--- src/rtl/dac_spi_writer_pkg.sv ---
// Shared constants, FSM encoding and sizing helper for the DAC SPI writer.
package dac_spi_writer_pkg;

  localparam int          FRAME_W          = 32;
  localparam int          DAC_FIELD_W      = 12;
  localparam logic [3:0]  CMD_WRITE_UPDATE = 4'b0011;
  localparam logic [3:0]  ADDR_ALL         = 4'b1111;

  typedef enum logic [1:0] {
    S_IDLE  = 2'd0,
    S_SHIFT = 2'd1,
    S_GAP   = 2'd2
  } state_e;

  // Bits needed to hold values 0..v-1.
  function automatic int clogb2(input int v);
    int r;
    int x;
    r = 0;
    for (x = v - 1; x > 0; x = x >> 1) r++;
    return r;
  endfunction

endpackage

--- src/rtl/dac_spi_writer_if.sv ---
// Generator/DAC side signals of the SPI writer, grouped as one bus.
interface dac_spi_writer_if #(
  parameter int SIZE = 12
);
  logic            start;
  logic [SIZE-1:0] data;
  logic            next;
  logic            done;
  logic            busy;
  logic            spi_sck;
  logic            spi_mosi;
  logic            dac_cs_n;
  logic            dac_clr_n;

  // The writer itself.
  modport slave (
    input  start, data,
    output next, done, busy, spi_sck, spi_mosi, dac_cs_n, dac_clr_n
  );

  // Whoever paces and feeds the writer.
  modport master (
    output start, data,
    input  next, done, busy, spi_sck, spi_mosi, dac_cs_n, dac_clr_n
  );
endinterface

--- src/rtl/dac_spi_writer_sck_tick_gen.sv ---
// Divider producing a one-cycle enable every CLK_DIV clocks while enabled.
module sck_tick_gen
  import dac_spi_writer_pkg::*;
#(
  parameter int CLK_DIV = 2
) (
  input  logic clk,
  input  logic rst,
  input  logic clr_i,
  input  logic en_i,
  output logic tick_o
);

  localparam int DIV_W = (CLK_DIV > 1) ? clogb2(CLK_DIV) : 1;

  logic [DIV_W-1:0] cnt_q, cnt_d;

  assign tick_o = en_i && (cnt_q == DIV_W'(CLK_DIV - 1));

  // Next count: clear wins, otherwise count up and wrap on the tick.
  always_comb begin
    cnt_d = cnt_q;
    if (clr_i)       cnt_d = '0;
    else if (tick_o) cnt_d = '0;
    else if (en_i)   cnt_d = cnt_q + 1'b1;
  end

  // Divider register.
  always_ff @(posedge clk or posedge rst) begin
    if (rst) cnt_q <= '0;
    else     cnt_q <= cnt_d;
  end

endmodule

--- src/rtl/dac_spi_writer.sv ---
// Serialises one sample per start tick as a 32-bit LTC2624-style write frame.
module dac_spi_writer
  import dac_spi_writer_pkg::*;
#(
  parameter int         SIZE    = 12,
  parameter int         CLK_DIV = 2,
  parameter logic [3:0] CMD     = CMD_WRITE_UPDATE,
  parameter logic [3:0] ADDR    = ADDR_ALL
) (
  input  logic            clk,
  input  logic            rst,
  dac_spi_writer_if.slave bus
);

  localparam int PAD = DAC_FIELD_W - SIZE;

  state_e             state_q, state_d;
  logic [FRAME_W-1:0] sr_q, sr_d;
  logic [4:0]         bit_q, bit_d;
  logic               sck_q, sck_d;
  logic               cs_n_q, cs_n_d;
  logic               done_q, done_d;
  logic               next_q, next_d;
  logic               busy_q, busy_d;
  logic               clr_n_q;
  logic               tick, tick_en, tick_clr;
  logic [DAC_FIELD_W-1:0] field;
  logic [FRAME_W-1:0]     frame;

  // Sample is left-justified into the DAC field.
  assign field = DAC_FIELD_W'(bus.data) << PAD;
  assign frame = {8'h00, CMD, ADDR, field, 4'h0};

  assign tick_en = (state_q != S_IDLE);

  sck_tick_gen #(.CLK_DIV(CLK_DIV)) u_tick (
    .clk    (clk),
    .rst    (rst),
    .clr_i  (tick_clr),
    .en_i   (tick_en),
    .tick_o (tick)
  );

  // Next-state and output logic; MOSI is the shift register MSB.
  always_comb begin
    state_d  = state_q;
    sr_d     = sr_q;
    bit_d    = bit_q;
    sck_d    = sck_q;
    cs_n_d   = cs_n_q;
    busy_d   = busy_q;
    done_d   = 1'b0;
    next_d   = 1'b0;
    tick_clr = 1'b0;
    case (state_q)
      S_IDLE: begin
        tick_clr = 1'b1;
        if (bus.start) begin
          sr_d    = frame;
          bit_d   = '0;
          cs_n_d  = 1'b0;
          busy_d  = 1'b1;
          state_d = S_SHIFT;
        end
      end
      S_SHIFT: begin
        if (tick) begin
          sck_d = ~sck_q;
          if (sck_q) begin
            if (bit_q == 5'd31) begin
              sr_d     = '0;
              cs_n_d   = 1'b1;
              done_d   = 1'b1;
              next_d   = 1'b1;
              tick_clr = 1'b1;
              state_d  = S_GAP;
            end else begin
              sr_d  = {sr_q[FRAME_W-2:0], 1'b0};
              bit_d = bit_q + 5'd1;
            end
          end
        end
      end
      S_GAP: begin
        // Minimum CS high time before the next frame can be accepted.
        if (tick) begin
          busy_d  = 1'b0;
          state_d = S_IDLE;
        end
      end
      default: state_d = S_IDLE;
    endcase
  end

  // State and output registers; reset drops CS and SCK immediately.
  always_ff @(posedge clk or posedge rst) begin
    if (rst) begin
      state_q <= S_IDLE;
      sr_q    <= '0;
      bit_q   <= '0;
      sck_q   <= 1'b0;
      cs_n_q  <= 1'b1;
      done_q  <= 1'b0;
      next_q  <= 1'b0;
      busy_q  <= 1'b0;
      clr_n_q <= 1'b0;
    end else begin
      state_q <= state_d;
      sr_q    <= sr_d;
      bit_q   <= bit_d;
      sck_q   <= sck_d;
      cs_n_q  <= cs_n_d;
      done_q  <= done_d;
      next_q  <= next_d;
      busy_q  <= busy_d;
      clr_n_q <= 1'b1;
    end
  end

  assign bus.spi_sck   = sck_q;
  assign bus.spi_mosi  = sr_q[FRAME_W-1];
  assign bus.dac_cs_n  = cs_n_q;
  assign bus.dac_clr_n = clr_n_q;
  assign bus.done      = done_q;
  assign bus.next      = next_q;
  assign bus.busy      = busy_q;

endmodule

--- src/flat_wrapper.sv ---
// flat-port wrapper written by rule: the top's interface ports become plain ports
module dac_spi_writer_flat import dac_spi_writer_pkg::*;
#(
  parameter int         SIZE    = 12,
  parameter int         CLK_DIV = 2,
  parameter logic [3:0] CMD     = CMD_WRITE_UPDATE,
  parameter logic [3:0] ADDR    = ADDR_ALL
)
  (clk, rst, bus_start, bus_data, bus_next, bus_done, bus_busy, bus_spi_sck, bus_spi_mosi, bus_dac_cs_n, bus_dac_clr_n);
  dac_spi_writer_if #(.SIZE(SIZE)) bus_i ();
  input  logic clk;
  input  logic rst;
  input wire logic [$bits(bus_i.start)-1:0] bus_start;
  input wire logic [$bits(bus_i.data)-1:0] bus_data;
  output wire logic [$bits(bus_i.next)-1:0] bus_next;
  output wire logic [$bits(bus_i.done)-1:0] bus_done;
  output wire logic [$bits(bus_i.busy)-1:0] bus_busy;
  output wire logic [$bits(bus_i.spi_sck)-1:0] bus_spi_sck;
  output wire logic [$bits(bus_i.spi_mosi)-1:0] bus_spi_mosi;
  output wire logic [$bits(bus_i.dac_cs_n)-1:0] bus_dac_cs_n;
  output wire logic [$bits(bus_i.dac_clr_n)-1:0] bus_dac_clr_n;
  assign bus_i.start = bus_start;
  assign bus_i.data = bus_data;
  assign bus_next = bus_i.next;
  assign bus_done = bus_i.done;
  assign bus_busy = bus_i.busy;
  assign bus_spi_sck = bus_i.spi_sck;
  assign bus_spi_mosi = bus_i.spi_mosi;
  assign bus_dac_cs_n = bus_i.dac_cs_n;
  assign bus_dac_clr_n = bus_i.dac_clr_n;
  dac_spi_writer #(.SIZE(SIZE), .CLK_DIV(CLK_DIV), .CMD(CMD), .ADDR(ADDR)) u_core (.clk(clk), .rst(rst), .bus(bus_i));
endmodule
--- config.mk ---
export PLATFORM = sky130hd
export DESIGN_NAME = dac_spi_writer_flat
export DESIGN_NICKNAME = d
export VERILOG_FILES = /design/src/rtl/dac_spi_writer_pkg.sv /design/src/rtl/dac_spi_writer_if.sv /design/src/rtl/dac_spi_writer_sck_tick_gen.sv /design/src/rtl/dac_spi_writer.sv /design/src/flat_wrapper.sv
export SDC_FILE = /design/constraint.sdc
export NUM_CORES = 1
export LEC_CHECK = 0
export BUFFER_PORTS_ARGS = -buffer_cell sky130_fd_sc_hd__buf_2
export CORE_ASPECT_RATIO = 0.7
export CORE_MARGIN = 1
export CORE_UTILIZATION = 40
export CTS_CLUSTER_DIAMETER = 50
export DETAILED_ROUTE_END_ITERATION = 7
export HOLD_SLACK_MARGIN = 0.03
export SYNTH_ARGS = -nofsm -noshare
export SYNTH_HDL_FRONTEND = slang
export SYNTH_SLANG_ARGS = --single-unit
--- constraint.sdc ---
create_clock -name clk -period 4.4 [get_ports clk]
set_input_delay 0.22 -clock clk [delete_from_list [all_inputs] [get_ports clk]]
set_output_delay 0.22 -clock clk [all_outputs]
set_load 0.02 [all_outputs]
[Word level (Yosys, flattened, before mapping)]
Index checks and enable logic that the tools add are counted.
Storage, ports and cells
  input port bits: 15
  output and inout bits: 7
  flip-flop bits (word level): 45
Cells by class
  muxes and demuxes: 32
  reduce and logical (&&, ||, !) cells: 12
  bitwise gates (word level): 1
  add/sub/neg operators: 2
  equality and inequality tests: 9
Operators with widths (number)
  two-way mux 32 bit: 4
  case mux 32 bit (2 select lines): 1
  two-way mux 5 bit: 4
  AND reduction 5 bit: 3
  two-way mux 1 bit: 13
  two-way mux 2 bit: 5
  case mux 5 bit (2 select lines): 1
  != test 2 x 1 -> 1 bit, second input constant: 4
  case mux 1 bit (2 select lines): 3
  case mux 2 bit (3 select lines): 1
  nonzero test 2 bit: 3
  adder 5 x 1 -> 5 bit, second input constant: 1
  equality test 5 bit, second input constant: 1
  != test 2 bit, second input constant: 2
  AND reduction 4 bit: 1
  AND reduction 3 bit: 1
  nonzero test 3 bit: 1
  equality test 2 x 1 -> 1 bit, second input constant: 1
  equality test 2 bit, second input constant: 1
  logical NOT 2 bit: 1
  AND reduction 2 bit: 1
  adder 1 bit, second input constant: 1
  logical AND 1 bit: 1
  NOT 1 bit: 1

[Longest topological paths before layout]
Gate-level depths: netlist (run 1).
  word-level depth: 6
  depth in mapped cells: 7

[By module]
From an unflattened synthesis (run 1), not the netlist that was laid out.
Second synthesis, totals
  cells, all modules: 203
  area total of the unflattened synthesis: 2117.0 um2
By module, submodules not included
  dac_spi_writer: area an instance 2068.2 um2, instances 1, seq. area each 1002.2 um2, cells an instance 198
  sck_tick_gen: area an instance 48.8 um2, instances 1, seq. area each 25.0 um2, cells an instance 5

[Worst setup path after synthesis (run 1)]
OpenSTA, ideal clock, no wires.
  kind: reg2reg
  from: reg u_core.bit_q[0]
  to: reg u_core.bit_q[3]
  setup time: 0.148 ns
  buffers on the path: 0
  arrival: 1.676 ns
  path slack: 2.577 ns
  clock period less this slack: 1.823 ns
  stages on the path, launching flop included: 7
  data required time: 4.252 ns
  cells stage by stage: dfrtp_1 -> ha_1 -> and3_1 -> ha_1 -> nand4b_1 -> a21oi_1 -> o221ai_1
Between the ends
  longest elaborated chain between the ends: 5
RTL lines
  from (decl): line dac_spi_writer.sv:19  | logic [4:0] bit_q, bit_d;
  from (signal assigned): line dac_spi_writer.sv:110  | bit_q <= bit_d;
  adder 5 x 1 -> 5 bit: line dac_spi_writer.sv:79  | bit_d = bit_q + 5'd1;
  two-way mux 5 bit: line dac_spi_writer.sv:70  | if (bit_q == 5'd31) begin
  two-way mux 5 bit: line dac_spi_writer.sv:69  | if (sck_q) begin
  two-way mux 5 bit: line dac_spi_writer.sv:67  | if (tick) begin
  case mux 5 bit (2 select lines): line dac_spi_writer.sv:55  | case (state_q)
Parallel ways exist; a longest one is shown, timed or not. The select of a mux whose other input is x is not followed.
A chain may end at the register's enable or synchronous reset.

[Worst setup path in the final report (run 1)]
Same ends and word-level chain as after synthesis.

==> impl_metrics.csv, run 1 <==
group,metric,value,unit
setup_path,slowest_delay,0.42,ns
setup_path,cp_slowest_cell,"a21oi_1",
cts,cts-root-buf,"clkbuf_8",
setup_path,critPathKind,"reg -> reg",
synthesis,synthXorXnorAreaFrac,0.004854,
timing,finClkSkew,0.01022,ns
synthesis,ys_top_cells_by_area,"dfrtp_1 (55%), a221o_1 (6.1%), a22o_1 (4.9%)",
setup_path,cp-end-kind,"register",
cts,cts_setup_buffers,0,
floorplan,start_util,0.4168,
cts,clkSinkCount,41,
cts,clk_latency,0.29,ns
layout,diodes,0,
setup_path,cp_common_cell,"ha_1",
layout,multi_input_area,669.4,sq um
synthesis,synth_compound_area_frac,0.1845,
global_route,grt_pass1_wl,5658,um
routing,dr.first_iter.drc_count,89,
status,outcome,"finished, final reports clean",
synthesis,ys.flop_type,"dfrtp_1",
synthesis,synth.distinct_cells,37,
floorplan,ios,22,
timing,maxClockFrequency,0.4622,GHz
setup_path,start_kind,"register",
global_route,use_met3,0.04882,
layout,final_util,0.4676,
floorplan,die_h,58.19,um
synthesis,synth_top_area_share,0.5548,
synthesis,synth_top_family_by_area,"compound AO/OA/AOI/OAI gates",
cts,clk_pin_slew,0.09,ns
synthesis,synth_simple_gate_area_frac,0.1290,
run,maxCapViolCount,0,
timing,relSlewSlack,0.4465,
synthesis,syn_avg_cell_area,11.87,sq um
global_route,grt_pass1_vias,1173,
synthesis,syn-num-nets,169,
floorplan,die_x,82.27,um
routing,wl,3325,um
layout,layout.area.seq,1027,sq um
global_route,grt-busiest-layer,"met2",
power,peakVddDrop,0.2756,mV
floorplan,rows,20,
layout,synthToLayoutAreaGrowth,12.21,%
global_route,grt_util_met1,0.2218,
routing,ant_nets,0,
place,gp_congestion,0.7494,
synthesis,ys_ff_latch,41,
timing,rsz0062_at_grt,"false",
routing,drt_pass1_iterations,4,
layout,nFillCells,401,
synthesis,synthArstFlopShare,1.000,
timing,fin_tns_setup,0,ns
place,io_buffers,21,
cts,htreeDepth,2,
setup_path,crit_fanout,12,
setup_path,worstPathRequired,4.54,ns
layout,final_area,2024,sq um
place,post-dp-hpwl,2212,um
synthesis,yosysTopAreaCell,"dfrtp_1",
synthesis,synthMuxAreaShare,0.03537,
place,placed_area,1917,sq um
routing,drc_errors,0,
layout,finalNetCount,186,
setup_path,crit_chain,"ha_1 -> and3_1 -> ha_1 -> nand4b_1 -> a21oi_1 -> o221ai_1",
power,power.total,1.391,mW
cts,cts_buffer_depth,2,
timing,fin_crit,2.164,ns
synthesis,yosysSeqAreaShare,0.5693,
global_route,grt.overflow.total,0,
routing,vias_per_cell,5.662,
timing,finalSetupViolCount,0,
routing,vias,1274,
setup_path,worst-path-buf-inv,0,
cts,cts-buffers-inserted,5,
synthesis,syn_inst,152,
cts,cts_tree,"yes",
cts,post_cts_resized,0,
timing,hold_viol,0,
global_route,grt_use_met2,0.2397,
layout,drive_above_1_share,0.2235,
global_route,grt_usage,0.1608,
synthesis,yosys.area_share.adder,0.01387,
timing,worst_pin_slew,0.8293,ns
power,p_per_area,687.3,nW/um^2
timing,whs,0.03940,ns
timing,final_max_slew_viol_count,0,
global_route,grt_max_degree,42,
timing,fin_crit_sh,0.4918,
global_route,grt_antenna_before_repair,0,
floorplan,core,4329,sq um
cts,hold_buffers,0,
min_path,hp-class,"in -> async",
setup_path,critPathTopFamily,"compound AO/OA/AOI/OAI gates",
synthesis,synth_area,1804,sq um
power,cellLeakagePower,1.030,nW
floorplan,dieArea,4787,sq um
routing,wire_per_inst,14.78,um
synthesis,yosys_warnings,0,
setup_path,arrival,2.31,ns
synthesis,synth-edff-count,0,
-- stage by stage --
step                      worst slack [ns]  instances
after floorplan                      2.577        152
after global placement               2.010        217
after detailed placement             1.880        217
after CTS                            1.862        225
after global routing                 2.057        225
final                                2.236        225
-- synthesized netlist by cell type, types with 2 or more instances --
cell type	number
and3_1	12
nand4b_1	2
dfrtp_1	40
a21o_1	2
inv_1	11
ha_1	2
mux2i_1	3
a22o_1	10
nand2b_1	5
o21ai_0	6
nand3_1	2
a221o_1	11
buf_2	4
nor2_1	3
a21oi_1	2
clkbuf_1	5
mux2_2	3
buf_6	2
nand2_1	7
a2bb2oi_1	3
-- sequential cells by signal (all words and copies together), names as in the netlist --
register              cells
u_core.state_q            2
u_core.bus.spi_sck        1
u_core.u_tick.cnt_q       1
u_core.sr_q              28
u_core.bus.busy           1
u_core.bus.dac_cs_n       1
u_core.bit_q              5
u_core.bus.done           1
u_core.bus.dac_clr_n      1
-- report_power, final --
part / total (mW) / leakage [nW] / switching [mW] / internal (mW)
Sequential: 0.629 / 0.507 / 0.113 / 0.516
Clock: 0.277 / 0.0549 / 0.132 / 0.145
Combinational: 0.485 / 0.468 / 0.248 / 0.237
Total: 1.39 / 1.03 / 0.493 / 0.898
-- final cells by class --
class | count | area share
multi-input combinational | 88 | 0.3307
sequential | 41 | 0.5074
timing repair buffer | 22 | 0.05562
inverter | 11 | 0.02040
clock inverter | 1 | 0.004326
clock buffer | 7 | 0.04759
tap | 55 | 0.03399
-- per-layer routing --
metal / vias to the layer above / wire length, um
met5: - / 0
met4: 0 / 30
met3: 4 / 102
met2: 15 / 1504
met1: 669 / 1687
li1: 586 / -
-- worst reg2reg max path: stages (launching register included) --
cell and delay, ns:
dfrtp_1 0.41, ha_1 0.22, and3_1 0.18, ha_1 0.29, nand4b_1 0.32, a21oi_1 0.42, o221ai_1 0.19
-- final timing paths --
| check | startpoint | endpoint | slack, ns | depth (start not counted) |
|---|---|---|---|---|
| min reg2reg | u_core.bus.dac_cs_n$_DFFE_PP1P_ | u_core.bus.dac_cs_n$_DFFE_PP1P_ | 0.49 | 2 |
| min | rst | u_core.sr_q[27]$_DFFE_PP0P_ | 0.04 | 3 |
| max in group asynchronous | rst | u_core.bus.dac_cs_n$_DFFE_PP1P_ | 3.99 | 3 |
| max | u_core.bit_q[0]$_DFFE_PP0P_ | u_core.bit_q[3]$_DFFE_PP0P_ | 2.24 | 6 |
| max reg2reg | u_core.bit_q[0]$_DFFE_PP0P_ | u_core.bit_q[3]$_DFFE_PP0P_ | 2.24 | 6 |
| min in group clk | bus_data[0] | u_core.sr_q[4]$_DFFE_PP0P_ | 0.17 | 2 |
-- cells by family (layout without fill, tap and decap cells) --
group | Yosys count | count (layout)
flip-flops | 41 | 41
AO/OA/AOI/OAI | 40 | 40
AND/OR/NAND/NOR | 38 | 38
buffers and inverters | 23 | 41
multiplexers | 6 | 6
adder cells (fa/ha/maj) | 2 | 2
other | 1 | 1
XOR/XNOR | 1 | 1
-- layout by cell type (no fill, tap or decap), drive strengths merged, types with 6 or more instances in the layout --
master and count:
a22o 10, inv 12, clkbuf 7, nand2 7, dfrtp 40, and3 12, a221o 11, o21ai 6
nand2b 6, buf 22
Note: power is estimated with default switching activity, not from simulation.
==> inputs of run 2 (changes only) <==
clock period = 1.9 ns   (was 4.4 ns; I/O delays follow)
==> impl_metrics.csv, run 2 (synthesized netlist as in run 1, its figures left out) <==
group,metric,value,unit
layout,layout.area.seq,1027,sq um
routing,drt-met1-wl,1708,um
status,outcome,"finished, final reports clean",
routing,drc_errors,0,
layout,diodes,0,
setup_path,critPathTopFamily,"compound AO/OA/AOI/OAI gates",
timing,finClkSkew,0.009065,ns
timing,finalSetupViolCount,0,
layout,top_regs,"u_core.sr_q (28), u_core.bit_q (5), u_core.state_q (2)",
setup_path,slowest_delay,0.39,ns
cts,cts_buffer_depth,2,
routing,highest-signal-layer,"met4",
timing,fin_tns_setup,0,ns
power,p_seq_frac,0.409,
setup_path,worst-path-buf-inv,0,
power,switching_share,0.3399,
timing,fin_crit_sh,0.9379,
floorplan,die_h,58.19,um
setup_path,worstPathRequired,2.07,ns
floorplan,dieArea,4787,sq um
layout,multi_input_area,671.9,sq um
power,p_int,2.281,mW
place,gp_congestion,0.7811,
layout,drive_above_1_share,0.2667,
routing,dr.first_iter.drc_count,80,
place,post-dp-hpwl,2319,um
layout,finalNetCount,196,
place,io_buffers,21,
setup_path,crit_fanout,4,
routing,route.met2.wl,1572,um
cts,clk_latency,0.29,ns
power,cellLeakagePower,1.077,nW
setup_path,cp_common_cell,"ha_2",
routing,wl,3434,um
setup_path,cp-end-kind,"register",
min_path,hp-class,"in -> reg",
routing,route.met3.wl,135,um
setup_path,critPathKind,"reg -> reg",
power,p_per_area,1624,nW/um^2
floorplan,rows,20,
floorplan,ios,22,
cts,clk_pin_slew,0.08,ns
floorplan,die_x,82.27,um
timing,final_max_slew_viol_count,0,
global_route,grt_pass1_vias,1280,
layout,synthToLayoutAreaGrowth,17.89,%
setup_path,arrival,1.95,ns
timing,relSlewSlack,0.5430,
cts,cts-buffers-inserted,5,
timing,hold_viol,0,
floorplan,core,4329,sq um
layout,largest_register_ffs,28,
timing,fin_crit,1.782,ns
power,p_clk_frac,0.200,
timing,worst_pin_slew,0.6855,ns
global_route,grt_pass1_wl,6016,um
global_route,grt_usage,0.1699,
run,maxCapViolCount,0,
routing,ant_nets,0,
cts,clkSinkCount,41,
power,p_switching,1.174,mW
setup_path,cp_slowest_cell,"dfrtp_1",
cts,htreeDepth,2,
layout,nFillCells,407,
global_route,grt_antenna_before_repair,0,
setup_path,crit_chain,"ha_2 -> and3_1 -> ha_2 -> nand4b_1 -> a21o_1 -> a211o_1",
cts,cts-root-buf,"clkbuf_8",
layout,top_register,"u_core.sr_q",
routing,vias,1275,
layout,layout_commonest_cell,"dfrtp_1",
power,comb_power_share,0.391,
setup_path,start_kind,"register",
power,peakVddDrop,0.6263,mV
timing,maxClockFrequency,0.5612,GHz
layout,stdcell_count,235,
floorplan,start_util,0.4168,
timing,rsz0062_at_grt,"false",
routing,drt_pass1_iterations,4,
routing,wire_per_inst,14.61,um
place,dp_cells,223,
global_route,grt.overflow.total,0,
cts,cts_tree,"yes",
layout,final_cell_mix,"dfrtp_1 (40), buf_2 (21), and3_1 (12), inv_1 (11), a221o_1 (11)",
global_route,grt_max_degree,42,
routing,vias_per_cell,5.426,
==> run 2: layer usage <==
metal | up-vias | track usage
met3 | 2 | 0.04724
met5 | - | 0
met1 | 644 | 0.2285
met2 | 23 | 0.2668
met4 | 0 | 0.05263
li1 | 606 | -
==> run 2: layout make-up <==
class / count / area share
multi-input combinational: 88 / 0.3159
inverter: 11 / 0.01941
clock buffer: 5 / 0.03235
tap: 55 / 0.03235
clock inverter: 3 / 0.02176
sequential: 41 / 0.4829
timing repair buffer: 32 / 0.09529
==> run 2: worst paths after layout <==
kind / start / to / slack [ns] / depth (start not counted)
setup / recovery: u_core.bit_q[0]$_DFFE_PP0P_ / u_core.bit_q[2]$_DFFE_PP0P_ / 0.12 / 6
hold / removal: bus_data[0] / u_core.sr_q[4]$_DFFE_PP0P_ / 0.07 / 2
setup reg to reg: u_core.bit_q[0]$_DFFE_PP0P_ / u_core.bit_q[2]$_DFFE_PP0P_ / 0.12 / 6
hold reg to reg: u_core.bus.dac_cs_n$_DFFE_PP1P_ / u_core.bus.dac_cs_n$_DFFE_PP1P_ / 0.48 / 2
max in group asynchronous: rst / u_core.bus.dac_cs_n$_DFFE_PP1P_ / 1.06 / 4
min in group asynchronous: rst / u_core.sr_q[27]$_DFFE_PP0P_ / 0.47 / 4
==> run 2: what timing repair did <==
item,CTS,global route
hold buffers,1,0
pin swaps,0,1
gates resized for setup,0,2
endpoints found under the hold margin,40,0
endpoints found under the setup margin,1,4
buffers inserted,1,2
==> run 2: power by group through the flow <==
stage / clock network, mW / registers [mW] / logic [mW]
finish: 0.691 / 1.41 / 1.35
global route: 0.765 / 1.45 / 1.50
CTS: 0.720 / 1.41 / 1.33
detailed placement: 0 / 1.43 / 1.31
global placement: 0 / 1.41 / 1.26
floorplan: 0 / 1.38 / 1.04
==> run 2: through the flow <==
stage,power [mW],hold WS [ns],instance area (sq um),utilization,setup slack (ns)
3_3_place_gp,2.670,0.2450,1974,0.4561,0.1051
2_1_floorplan,2.413,0.2565,1804,-,0.07658
4_1_cts,3.467,0.05651,2107,0.4867,0.03177
3_5_place_dp,2.741,0.2579,1974,0.4561,0.01214
5_1_grt,3.721,0.05695,2127,0.4913,0.001657
6_report,3.455,0.06863,2127,0.4913,0.1181
==> run 2: worst register-to-register path, cell delays in order (launching register included) <==
cell	delay (ns)
dfrtp_1	0.39
ha_2	0.19
and3_1	0.18
ha_2	0.18
nand4b_1	0.23
a21o_1	0.22
a211o_1	0.28
==> inputs of run 3 (changes only) <==
BUFFER_PORTS_ARGS = not set   (was -buffer_cell sky130_fd_sc_hd__buf_2)
CORE_MARGIN = 2   (was 1)
CORE_UTILIZATION = 55   (was 40)
DONT_BUFFER_PORTS = 1   (was not set)
PLACE_DENSITY = 0.73   (was not set)
==> impl_metrics.csv, run 3 (synthesized netlist as in run 1, its figures left out) <==
group,metric,value,unit
routing,vias_per_cell,6.050,
timing,finalSetupViolCount,0,
layout,largest_register_ffs,28,
global_route,grt_usage,0.1988,
routing,route.met3.wl,141,um
layout,drive_above_1_share,0.1790,
global_route,grt.overflow.total,0,
floorplan,dieArea,3762,sq um
routing,drt-met1-wl,1533,um
cts,clkSinkCount,41,
floorplan,rows,17,
routing,drt_pass1_iterations,4,
setup_path,cp-end-kind,"register",
timing,relSlewSlack,0.5571,
place,post-dp-hpwl,2165,um
layout,finalNetCount,178,
global_route,grt_pass1_vias,1162,
setup_path,ff2ff_path_depth,7,
global_route,grt_max_degree,42,
layout,stdcell_count,200,
timing,fin_crit,1.813,ns
layout,nFillCells,247,
routing,route.met2.wl,1528,um
timing,hold_viol,0,
floorplan,die_x,72.46,um
routing,ant_nets,0,
setup_path,r2r-end,"u_core.bit_q[1]$_DFFE_PP0P_",
cts,cts-buffers-inserted,5,
layout,final_util,0.6359,
power,p_per_area,1632,nW/um^2
cts,cts-root-buf,"clkbuf_8",
floorplan,core,3148,sq um
run,maxCapViolCount,0,
layout,diodes,0,
global_route,grt_pass1_wl,5492,um
floorplan,start_util,0.5731,
routing,dr.first_iter.drc_count,79,
cts,htreeDepth,2,
timing,worst_pin_slew,0.6643,ns
routing,wire_per_inst,16.35,um
setup_path,start_kind,"register",
min_path,hold_depth,3,
power,cellLeakagePower,0.9885,nW
routing,wl,3269,um
floorplan,ios,22,
cts,clk_latency,0.29,ns
setup_path,reg2reg_slack,0.09,ns
place,io_buffers,0,
layout,top_register,"u_core.sr_q",
floorplan,die_h,51.92,um
cts,cts_buffer_depth,2,
setup_path,critPathKind,"reg -> reg",
cts,clk_pin_slew,0.07,ns
layout,layout_commonest_cell,"dfrtp_1",
timing,rsz0062_at_grt,"true",
timing,maxClockFrequency,0.5516,GHz
routing,drc_errors,0,
place,dp_cells,187,
min_path,worstHoldStart,"bus_start",
layout,top_regs,"u_core.sr_q (28), u_core.bit_q (5), u_core.state_q (2)",
timing,final_max_slew_viol_count,0,
status,outcome,"finished, final reports clean",
place,gp_congestion,0.8328,
min_path,hp-class,"in -> reg",
cts,cts_tree,"yes",
min_path,worstHoldEndpoint,"u_core.bus.dac_cs_n$_DFFE_PP1P_",
layout,synthToLayoutAreaGrowth,10.96,%
setup_path,worstPathRequired,2.11,ns
setup_path,crit_fanout,4,
setup_path,reg2reg_from,"u_core.bit_q[1]$_DFFE_PP0P_",
global_route,grt_antenna_before_repair,0,
layout,final_cell_mix,"dfrtp_1 (40), inv_1 (11), and3_1 (11), a221o_1 (11), buf_4 (11)",
power,peakVddDrop,0.9185,mV
timing,fin_crit_sh,0.9541,
timing,finClkSkew,0.006275,ns
routing,vias,1210,
setup_path,arrival,2.02,ns
routing,highest-signal-layer,"met4",
-- run 3: cell types whose count changed in the layout (fill, tap and decap cells not counted), moves of 2 or more --
cell / delta
buf_2: -21
buf_4: +2
clkinv_2: +2
dlygate4sd3_1: +2
-- run 3: layout make-up --
| class | instances | area (sq um) | area share |
|---|---|---|---|
| Clock buffer | 5 | 68.82 | 0.03438 |
| Clock inverter | 3 | 17.52 | 0.008750 |
| Inverter | 11 | 41.29 | 0.02063 |
| Multi-Input combinational cell | 88 | 686.9 | 0.3431 |
| Sequential cell | 41 | 1027 | 0.5131 |
| Tap cell | 38 | 47.55 | 0.02375 |
| Timing Repair Buffer | 14 | 112.6 | 0.05625 |
-- run 3: critical path, cell delays in order, from the launching register on --
cell and delay (ns):
dfrtp_1 0.41, ha_2 0.21, and3_4 0.19, ha_4 0.15, nand4b_1 0.24, a21oi_1 0.19
buf_4 0.15, mux2i_1 0.19
-- run 3: metrics by stage --
step | setup slack (ns) | total power, mW | instance area (sq um) | hold slack [ns] | TNS, ns
after CTS | 0.005500 | 3.237 | 1967 | 0.03514 | 0
after floorplan | 0.07658 | 2.413 | 1804 | 0.2565 | 0
after global routing | -0.009592 | 3.502 | 2002 | 0.03432 | -0.009592
after detailed placement | 0.03008 | 2.682 | 1851 | 0.1441 | 0
final | 0.08713 | 3.267 | 2002 | 0.03554 | 0
after global placement | 0.1165 | 2.613 | 1851 | 0.1353 | 0
-- run 3: power breakdown --
| part | total [mW] | switching [mW] | internal, mW |
|---|---|---|---|
| sequential | 1.42 | 0.224 | 1.20 |
| clock | 0.551 | 0.297 | 0.253 |
| combinational | 1.30 | 0.636 | 0.661 |
-- run 3: what timing repair did --
action / in CTS / in global routing
buffers inserted: 0 / 2
hold buffers: 3 / 0
hold endpoints to repair: 42 / 0
gates cloned: 0 / 0
endpoints found under the setup margin: 1 / 6
pin swaps: 1 / 2
gates resized for setup: 0 / 4
-- run 3: layer usage --
layer  vias up  global-route usage
met4         0             0.09259
met3         7             0.05233
met2        28              0.3043
met1       607              0.2673
met5         -                   0
li1        568                   -
-- run 3: worst max path at each step --
stage / slack, ns / end / from
2_1_floorplan: 0.08 / u_core.bit_q[3]$_DFFE_PP0P_ / u_core.bit_q[0]$_DFFE_PP0P_
5_1_grt: -0.01 / u_core.bit_q[1]$_DFFE_PP0P_ / u_core.bit_q[1]$_DFFE_PP0P_
6_report: 0.09 / u_core.bit_q[1]$_DFFE_PP0P_ / u_core.bit_q[1]$_DFFE_PP0P_
3_3_place_gp: 0.12 / u_core.bit_q[2]$_DFFE_PP0P_ / u_core.bit_q[0]$_DFFE_PP0P_
3_5_place_dp: 0.03 / u_core.bit_q[2]$_DFFE_PP0P_ / u_core.bit_q[0]$_DFFE_PP0P_
4_1_cts: 0.005 / u_core.bit_q[2]$_DFFE_PP0P_ / u_core.bit_q[0]$_DFFE_PP0P_
